--- src/rtl/accel_spi_sequencer.sv ---
// rtl/accel_spi_sequencer.sv - ADXL345 configuration and axis polling sequencer in front of the SPI serializer
//
// Ports:
//   spi_clk          clock shared with the serializer
//   reset            asynchronous, active-low reset
//   o_start          one-cycle transaction request to the serializer
//   o_data_tx[15:0]  transaction word, held from o_start until i_done
//   i_done           serializer completion pulse
//   i_data_rx[7:0]   serializer read byte, valid with i_done
//   o_accel_x/y/z    signed 16-bit axis samples {DATAn1, DATAn0}
//   o_sample_valid   one-cycle strobe when all three axes update
//   o_init_done      configuration writes completed
//   o_error          sticky transaction-timeout flag
module accel_spi_sequencer #(
  parameter int POWERUP_CYCLES = 16,
  parameter int POLL_DIV       = 1024,
  parameter int TIMEOUT        = 64
) (
  input  logic        spi_clk,
  input  logic        reset,
  output logic        o_start,
  output logic [15:0] o_data_tx,
  input  logic        i_done,
  input  logic [7:0]  i_data_rx,
  output logic [15:0] o_accel_x,
  output logic [15:0] o_accel_y,
  output logic [15:0] o_accel_z,
  output logic        o_sample_valid,
  output logic        o_init_done,
  output logic        o_error
);

  typedef enum logic [2:0] {
    S_PWRUP,
    S_INIT_ISSUE,
    S_INIT_WAIT,
    S_POLL_WAIT,
    S_RD_ISSUE,
    S_RD_WAIT,
    S_PUBLISH
  } state_t;

  localparam logic [31:0] PU_LAST   = 32'(POWERUP_CYCLES - 1);
  localparam logic [31:0] POLL_LAST = 32'(POLL_DIV - 1);
  localparam logic [31:0] TO_LAST   = 32'(TIMEOUT - 1);

  state_t      r_state;
  logic [31:0] r_cnt;
  logic [2:0]  r_idx;
  logic        r_start;
  logic [15:0] r_data_tx;
  logic        r_init_done;
  logic        r_error;
  logic        r_sample_valid;
  logic [15:0] r_accel_x;
  logic [15:0] r_accel_y;
  logic [15:0] r_accel_z;
  logic [7:0]  r_buf [0:5];

  state_t      w_state_nxt;
  logic [31:0] w_cnt_nxt;
  logic [2:0]  w_idx_nxt;
  logic        w_start_nxt;
  logic [15:0] w_data_tx_nxt;
  logic        w_init_done_nxt;
  logic        w_error_nxt;
  logic        w_valid_nxt;
  logic        w_buf_we;
  logic        w_publish;

  // Write word: {rd=0, mb=0, addr[5:0], data[7:0]}
  function automatic logic [15:0] init_word(input logic [2:0] idx);
    logic [5:0] addr;
    logic [7:0] data;
    case (idx)
      3'd0:    begin addr = 6'h31; data = 8'h08; end
      3'd1:    begin addr = 6'h2C; data = 8'h0A; end
      default: begin addr = 6'h2D; data = 8'h08; end
    endcase
    return {1'b0, 1'b0, addr, data};
  endfunction

  // Read word: {rd=1, mb=0, addr[5:0], 8'h00}; DATAX0..DATAZ1 at 0x32..0x37
  function automatic logic [15:0] read_word(input logic [2:0] idx);
    logic [5:0] addr;
    addr = 6'h32 + {3'b000, idx};
    return {1'b1, 1'b0, addr, 8'h00};
  endfunction

  always_comb begin
    w_state_nxt     = r_state;
    w_cnt_nxt       = r_cnt;
    w_idx_nxt       = r_idx;
    w_start_nxt     = 1'b0;
    w_data_tx_nxt   = r_data_tx;
    w_init_done_nxt = r_init_done;
    w_error_nxt     = r_error;
    w_valid_nxt     = 1'b0;
    w_buf_we        = 1'b0;
    w_publish       = 1'b0;

    case (r_state)
      S_PWRUP: begin
        if (r_cnt == PU_LAST) begin
          w_state_nxt   = S_INIT_ISSUE;
          w_cnt_nxt     = 32'd0;
          w_idx_nxt     = 3'd0;
          w_start_nxt   = 1'b1;
          w_data_tx_nxt = init_word(3'd0);
        end else begin
          w_cnt_nxt = r_cnt + 32'd1;
        end
      end

      S_INIT_ISSUE: begin
        w_state_nxt = S_INIT_WAIT;
        w_cnt_nxt   = 32'd0;
      end

      S_INIT_WAIT: begin
        if (i_done) begin
          w_cnt_nxt = 32'd0;
          if (r_idx == 3'd2) begin
            w_init_done_nxt = 1'b1;
            w_state_nxt     = S_POLL_WAIT;
          end else begin
            w_idx_nxt     = r_idx + 3'd1;
            w_state_nxt   = S_INIT_ISSUE;
            w_start_nxt   = 1'b1;
            w_data_tx_nxt = init_word(r_idx + 3'd1);
          end
        end else if (r_cnt == TO_LAST) begin
          w_error_nxt     = 1'b1;
          w_init_done_nxt = 1'b0;
          w_state_nxt     = S_INIT_ISSUE;
          w_idx_nxt       = 3'd0;
          w_cnt_nxt       = 32'd0;
          w_start_nxt     = 1'b1;
          w_data_tx_nxt   = init_word(3'd0);
        end else begin
          w_cnt_nxt = r_cnt + 32'd1;
        end
      end

      S_POLL_WAIT: begin
        if (r_cnt == POLL_LAST) begin
          w_state_nxt   = S_RD_ISSUE;
          w_cnt_nxt     = 32'd0;
          w_idx_nxt     = 3'd0;
          w_start_nxt   = 1'b1;
          w_data_tx_nxt = read_word(3'd0);
        end else begin
          w_cnt_nxt = r_cnt + 32'd1;
        end
      end

      S_RD_ISSUE: begin
        w_state_nxt = S_RD_WAIT;
        w_cnt_nxt   = 32'd0;
      end

      S_RD_WAIT: begin
        if (i_done) begin
          w_buf_we  = 1'b1;
          w_cnt_nxt = 32'd0;
          if (r_idx == 3'd5) begin
            // Outputs load on this edge so they change in the PUBLISH cycle itself
            w_publish   = 1'b1;
            w_valid_nxt = 1'b1;
            w_state_nxt = S_PUBLISH;
          end else begin
            w_idx_nxt     = r_idx + 3'd1;
            w_state_nxt   = S_RD_ISSUE;
            w_start_nxt   = 1'b1;
            w_data_tx_nxt = read_word(r_idx + 3'd1);
          end
        end else if (r_cnt == TO_LAST) begin
          // Partial buffer is abandoned; it is simply overwritten next round
          w_error_nxt     = 1'b1;
          w_init_done_nxt = 1'b0;
          w_state_nxt     = S_INIT_ISSUE;
          w_idx_nxt       = 3'd0;
          w_cnt_nxt       = 32'd0;
          w_start_nxt     = 1'b1;
          w_data_tx_nxt   = init_word(3'd0);
        end else begin
          w_cnt_nxt = r_cnt + 32'd1;
        end
      end

      S_PUBLISH: begin
        w_state_nxt = S_POLL_WAIT;
        w_cnt_nxt   = 32'd0;
      end

      default: begin
        w_state_nxt = S_PWRUP;
        w_cnt_nxt   = 32'd0;
      end
    endcase
  end

  always_ff @(posedge spi_clk or negedge reset) begin
    if (!reset) begin
      r_state        <= S_PWRUP;
      r_cnt          <= 32'd0;
      r_idx          <= 3'd0;
      r_start        <= 1'b0;
      r_data_tx      <= 16'hFFFF;
      r_init_done    <= 1'b0;
      r_error        <= 1'b0;
      r_sample_valid <= 1'b0;
      r_accel_x      <= 16'h0000;
      r_accel_y      <= 16'h0000;
      r_accel_z      <= 16'h0000;
      for (int i = 0; i < 6; i++) begin
        r_buf[i] <= 8'h00;
      end
    end else begin
      r_state        <= w_state_nxt;
      r_cnt          <= w_cnt_nxt;
      r_idx          <= w_idx_nxt;
      r_start        <= w_start_nxt;
      r_data_tx      <= w_data_tx_nxt;
      r_init_done    <= w_init_done_nxt;
      r_error        <= w_error_nxt;
      r_sample_valid <= w_valid_nxt;
      for (int i = 0; i < 6; i++) begin
        if (w_buf_we && (r_idx == 3'(i))) begin
          r_buf[i] <= i_data_rx;
        end
      end
      if (w_publish) begin
        r_accel_x <= {r_buf[1], r_buf[0]};
        r_accel_y <= {r_buf[3], r_buf[2]};
        r_accel_z <= {i_data_rx, r_buf[4]};
      end
    end
  end

  assign o_start        = r_start;
  assign o_data_tx      = r_data_tx;
  assign o_init_done    = r_init_done;
  assign o_error        = r_error;
  assign o_sample_valid = r_sample_valid;
  assign o_accel_x      = r_accel_x;
  assign o_accel_y      = r_accel_y;
  assign o_accel_z      = r_accel_z;

endmodule

--- config.mk ---
export PLATFORM = sky130hd
export DESIGN_NAME = accel_spi_sequencer
export DESIGN_NICKNAME = d
export VERILOG_FILES = /design/src/rtl/accel_spi_sequencer.sv
export SDC_FILE = /design/constraint.sdc
export NUM_CORES = 1
export LEC_CHECK = 0
export BUFFER_PORTS_ARGS = -buffer_cell sky130_fd_sc_hd__clkbuf_2
export CAP_MARGIN = 10
export CORE_MARGIN = 3
export CORE_UTILIZATION = 58
export DETAILED_ROUTE_END_ITERATION = 6
export PLACE_DENSITY_LB_ADDON = 0.2
export SYNTH_ARGS = -nofsm -noshare
export SYNTH_HDL_FRONTEND = slang
export SYNTH_SLANG_ARGS = --single-unit
--- constraint.sdc ---
create_clock -name spi_clk -period 2.4 [get_ports spi_clk]
set_input_delay 0.12 -clock spi_clk [delete_from_list [all_inputs] [get_ports spi_clk]]
set_output_delay 0.12 -clock spi_clk [all_outputs]
set_load 0.01 [all_outputs]
==> impl_table.tex <==
\begin{tabular}{lr}
\hline
Metric & Value \\
\hline
\multicolumn{2}{l}{\textbf{Timing}} \\
Worst-case headroom to the max-slew limit & 58.6\% \\
Worst-case setup margin in the final layout & 0.147 ns \\
Setup clock skew after layout & 0.0107 ns \\
Final slew viol count & 0 \\
Final clock period utilization by the worst path & 93.9\% \\
Fmax achieved & 444 MHz \\
Total setup violations reported at the end of the flow & 0 \\
Actual transition at the worst max-transition pin & 0.621 ns \\
Final count of hold timing violations & 0 \\
Min Tclk post-route & 2.25 ns \\
\multicolumn{2}{l}{\textbf{Setup path}} \\
Timing startpoint of the critical path & r\_idx[1]\$\_DFFE\_PN0P\_ \\
Critical path start-end classification & reg -> reg \\
Worst reg-to-reg setup slack & 0.15 ns \\
Worst endpoint required time & 2.85 ns \\
Critical path capture point & o\_data\_tx[15]\$\_DFFE\_PN1P\_ \\
Setup crit end kind & flip-flop \\
Data arrival time at the worst-slack endpoint & 2.70 ns \\
Type of origin of the critical path & flip-flop \\
Register-to-Register Path Depth & 7 \\
Reg-to-reg critical path endpoint & o\_data\_tx[15]\$\_DFFE\_PN1P\_ \\
Worst R2R Start & r\_idx[1]\$\_DFFE\_PN0P\_ \\
Largest fanout on the critical path & 8 \\
\multicolumn{2}{l}{\textbf{Synthesis}} \\
Area of the mapped netlist & 6400 µm² \\
Number of synthesized register bits & 146 \\
Synthesized area per cell & 12.8 µm² \\
Sequential fraction of the synthesis area & 57.4\% \\
Synth Net Count & 519 \\
Yosys warnings & 0 \\
Number of flops mapped to enable cells by yosys & 0 \\
Asr flop ratio synth & 100\% \\
Number of instances in the synthesized netlist & 499 \\
Yosys cell types & 60 \\
Main synth FF type & sky130\_fd\_sc\_hd\_\_dfrtp\_1 \\
\multicolumn{2}{l}{\textbf{Power and ir drop}} \\
Cell Int Power & 4.88 mW \\
Total leakage power & 3.78 nW \\
Clock power frac & 37.6\% \\
Flop pwr share & 41.3\% \\
Sw frac & 29.6\% \\
Pwr dens & 895 nW/µm² \\
IR drop worst, VDD & 0.671 mV \\
Combinational share of power & 21.1\% \\
Net switching power of the design & 2.05 mW \\
\multicolumn{2}{l}{\textbf{Placed design}} \\
Area after detailed placement & 7060 µm² \\
Final weighted congestion in routability-driven placement & 0.860 \\
DP HPWL & 8.88 mm \\
Worst setup timing slack at the placement stage & 0.0420 ns \\
I/O Buffers & 78 \\
\multicolumn{2}{l}{\textbf{Layout}} \\
Fraction of layout instances using a drive strength above 1 & 42.1\% \\
Layout filler cell count & 726 \\
Antenna cells & 0 \\
Most frequent standard cell in the layout excluding fill and tap cells & sky130\_fd\_sc\_hd\_\_dfrtp\_1 \\
Final Net Count & 625 \\
Area of all placed cells without fillers & 7750 µm² \\
Highest-count cells in the layout ignoring fill and taps & sky130\_fd\_sc\_hd\_\_dfrtp\_1, sky130\_fd\_sc\_hd\_\_mux2\_2, sky130\_fd\_sc\_hd\_\_clkbuf\_2 \\
Area growth syn-to-layout & 21.1\% \\
\multicolumn{2}{l}{\textbf{Routing}} \\
Total via count in the routed design & 4,285 \\
Number of optimization iterations in the first detailed-route pass & 4 \\
Post-detailed-route wirelength per cell & 17.8 µm \\
Ratio of routed vias to standard cells & 5.68 \\
First-iteration detailed-routing DRC count & 287 \\
Total wire length after detailed routing & 13.5 mm \\
DRC violations left & 0 \\
Antenna Violating Nets Remaining & 0 \\
\multicolumn{2}{l}{\textbf{Clock tree}} \\
Register clock-pin slew on the reported worst setup and hold paths & 0.07 ns \\
Num Clock Sinks & 146 \\
Longest Clk Path Bufs & 2 \\
Buffer type at the clock tree root & sky130\_fd\_sc\_hd\_\_clkbuf\_8 \\
CTS tree & yes \\
Clock insertion delay at the later pin of the skew report & 0.52 ns \\
Number of buffers created by CTS & 17 \\
CTS HTree Levels & 4 \\
\multicolumn{2}{l}{\textbf{Floorplanning}} \\
Core area & 10,500 µm² \\
Die width & 111 µm \\
Starting Density & 60.9\% \\
IO Pins & 79 \\
Height of the chip & 111 µm \\
Standard-cell row count & 37 \\
Die ar. & 12,300 µm² \\
\multicolumn{2}{l}{\textbf{Global routing}} \\
Antenna violations before repair & 0 \\
Via count of the first global-routing pass & 4,458 \\
Remaining global-route overflow & 0 \\
GR Util All Layers & 23.1\% \\
Largest net degree at the start of global routing & 70 \\
Wire length of the first global-routing pass & 23.0 mm \\
\multicolumn{2}{l}{\textbf{Hold path}} \\
Hold Crit Depth & 2 \\
Min-delay worst type & in -> reg \\
\multicolumn{2}{l}{\textbf{Status}} \\
Result of the run & completed \\
\multicolumn{2}{l}{\textbf{Flow run}} \\
Max Cap Violations & 0 \\
\hline
\end{tabular}
==> sequential cells by signal, indices dropped and copies added (netlist names), 3 cells and up <==
name,count
r_cnt,32
o_accel_z,16
r_state,3
o_data_tx,16
r_buf,40
r_idx,3
o_accel_x,16
o_accel_y,16
==> timing repair <==
item | in CTS | in global routing
hold buffers | 8 | 0
endpoints found under the hold margin | 107 | 0
resized for setup | 0 | 3
buffers inserted | 0 | 1
setup endpoints to repair | 0 | 8
==> cells in the mapped netlist, types with 2 or more instances <==
master	n	area, µm²
sky130_fd_sc_hd__nor3b_2	3	37.5
sky130_fd_sc_hd__mux2_2	90	1010
sky130_fd_sc_hd__buf_2	13	65.1
sky130_fd_sc_hd__inv_1	11	41.3
sky130_fd_sc_hd__nor2_1	44	165
sky130_fd_sc_hd__nor2b_1	5	31.3
sky130_fd_sc_hd__a32oi_1	2	17.5
sky130_fd_sc_hd__nand2_1	23	86.3
sky130_fd_sc_hd__o2bb2ai_1	2	17.5
sky130_fd_sc_hd__nand2b_1	4	25.0
sky130_fd_sc_hd__nand3_1	14	70.1
sky130_fd_sc_hd__a31o_2	2	17.5
sky130_fd_sc_hd__dfstp_2	16	420
sky130_fd_sc_hd__or3_4	2	22.5
sky130_fd_sc_hd__a32o_1	2	20.0
sky130_fd_sc_hd__dfrtp_1	130	3250
sky130_fd_sc_hd__nor3_2	2	20.0
sky130_fd_sc_hd__ha_1	9	113
sky130_fd_sc_hd__xor2_1	14	123
sky130_fd_sc_hd__o21ai_0	12	60.1
sky130_fd_sc_hd__nor3_1	7	35.0
sky130_fd_sc_hd__xnor2_1	17	149
sky130_fd_sc_hd__and3_1	7	43.8
sky130_fd_sc_hd__clkbuf_1	3	11.3
sky130_fd_sc_hd__nor4_4	2	42.5
sky130_fd_sc_hd__o22ai_1	2	12.5
sky130_fd_sc_hd__nor4_1	6	37.5
sky130_fd_sc_hd__nor2_2	2	12.5
sky130_fd_sc_hd__and2_1	7	43.8
sky130_fd_sc_hd__a21oi_1	7	35.0
sky130_fd_sc_hd__a21o_1	2	15.0
sky130_fd_sc_hd__nand4_1	8	50.1
sky130_fd_sc_hd__and4_1	2	17.5
==> through the flow <==
step / setup TNS [ns] / util (%) / power [mW] / hold slack [ns] / std cells
floorplan: 0 / - / 3.87 / -0.176 / 499
global placement: 0 / 67.2 / 4.27 / 0.154 / 713
detailed placement: 0 / 67.2 / 4.33 / 0.167 / 713
CTS: 0 / 73.5 / 6.96 / 0.00250 / 753
global route: -0.00265 / 73.7 / 7.28 / 0.0170 / 754
finish: 0 / 73.7 / 6.93 / 0.0256 / 754
==> metal layers <==
metal	track usage, %	share of wire, %	up-vias	routed length, µm
met4	6.57	1.5	0	204
li1	-	-	1987	-
met3	5.73	5.1	22	682
met2	37.6	49	119	6650
met1	31.3	44	2157	5920
met5	0	0	-	0
==> worst max-delay path: stages (launching register included) <==
cell	delay [ns]
sky130_fd_sc_hd__dfrtp_1	0.42
sky130_fd_sc_hd__inv_1	0.11
sky130_fd_sc_hd__ha_1	0.23
sky130_fd_sc_hd__nand2_1	0.16
sky130_fd_sc_hd__nor4_4	0.08
sky130_fd_sc_hd__a311o_1	0.40
sky130_fd_sc_hd__a211oi_4	0.41
sky130_fd_sc_hd__mux2_2	0.38
==> worst min path at each step <==
stage / start / to
floorplan: reset / o_accel_x[0]$_DFFE_PN0P_
global placement: reset / r_state[0]$_DFFE_PN0P_
detailed placement: reset / r_state[0]$_DFFE_PN0P_
CTS: i_data_rx[3] / r_buf[11]$_DFFE_PN0P_
global route: i_data_rx[3] / r_buf[11]$_DFFE_PN0P_
finish: i_data_rx[3] / r_buf[11]$_DFFE_PN0P_
==> power groups by stage <==
stage / Clock, mW / Sequential, mW / Combinational, mW
CTS: 2.65 / 2.86 / 1.45
detailed placement: 0 / 2.90 / 1.43
finish: 2.61 / 2.86 / 1.46
global route: 2.77 / 2.89 / 1.62
floorplan: 0 / 2.87 / 1.00
global placement: 0 / 2.88 / 1.38
==> cell families (layout without fill, tap and decap cells) <==
kind of cell,Yosys count,count (layout),synth area share (%)
flops,146,146,57.4
simple gates,147,147,12.9
mux,90,90,15.8
buf+inv,29,148,1.97
xor+xnor,31,31,4.24
fa+ha+maj,9,9,1.76
compound gates,47,47,5.91
==> final cells by class <==
type,instances,area (µm²),share of cell area (%)
Clock inverter,12,145,1.87
Multi-Input combinational cell,324,2620,33.8
Clock buffer,20,445,5.75
Timing Repair Buffer,104,649,8.38
Tap cell,136,170,2.20
Inverter,12,45.0,0.581
Sequential cell,146,3670,47.4
Power figures use the tool's default switching activity.
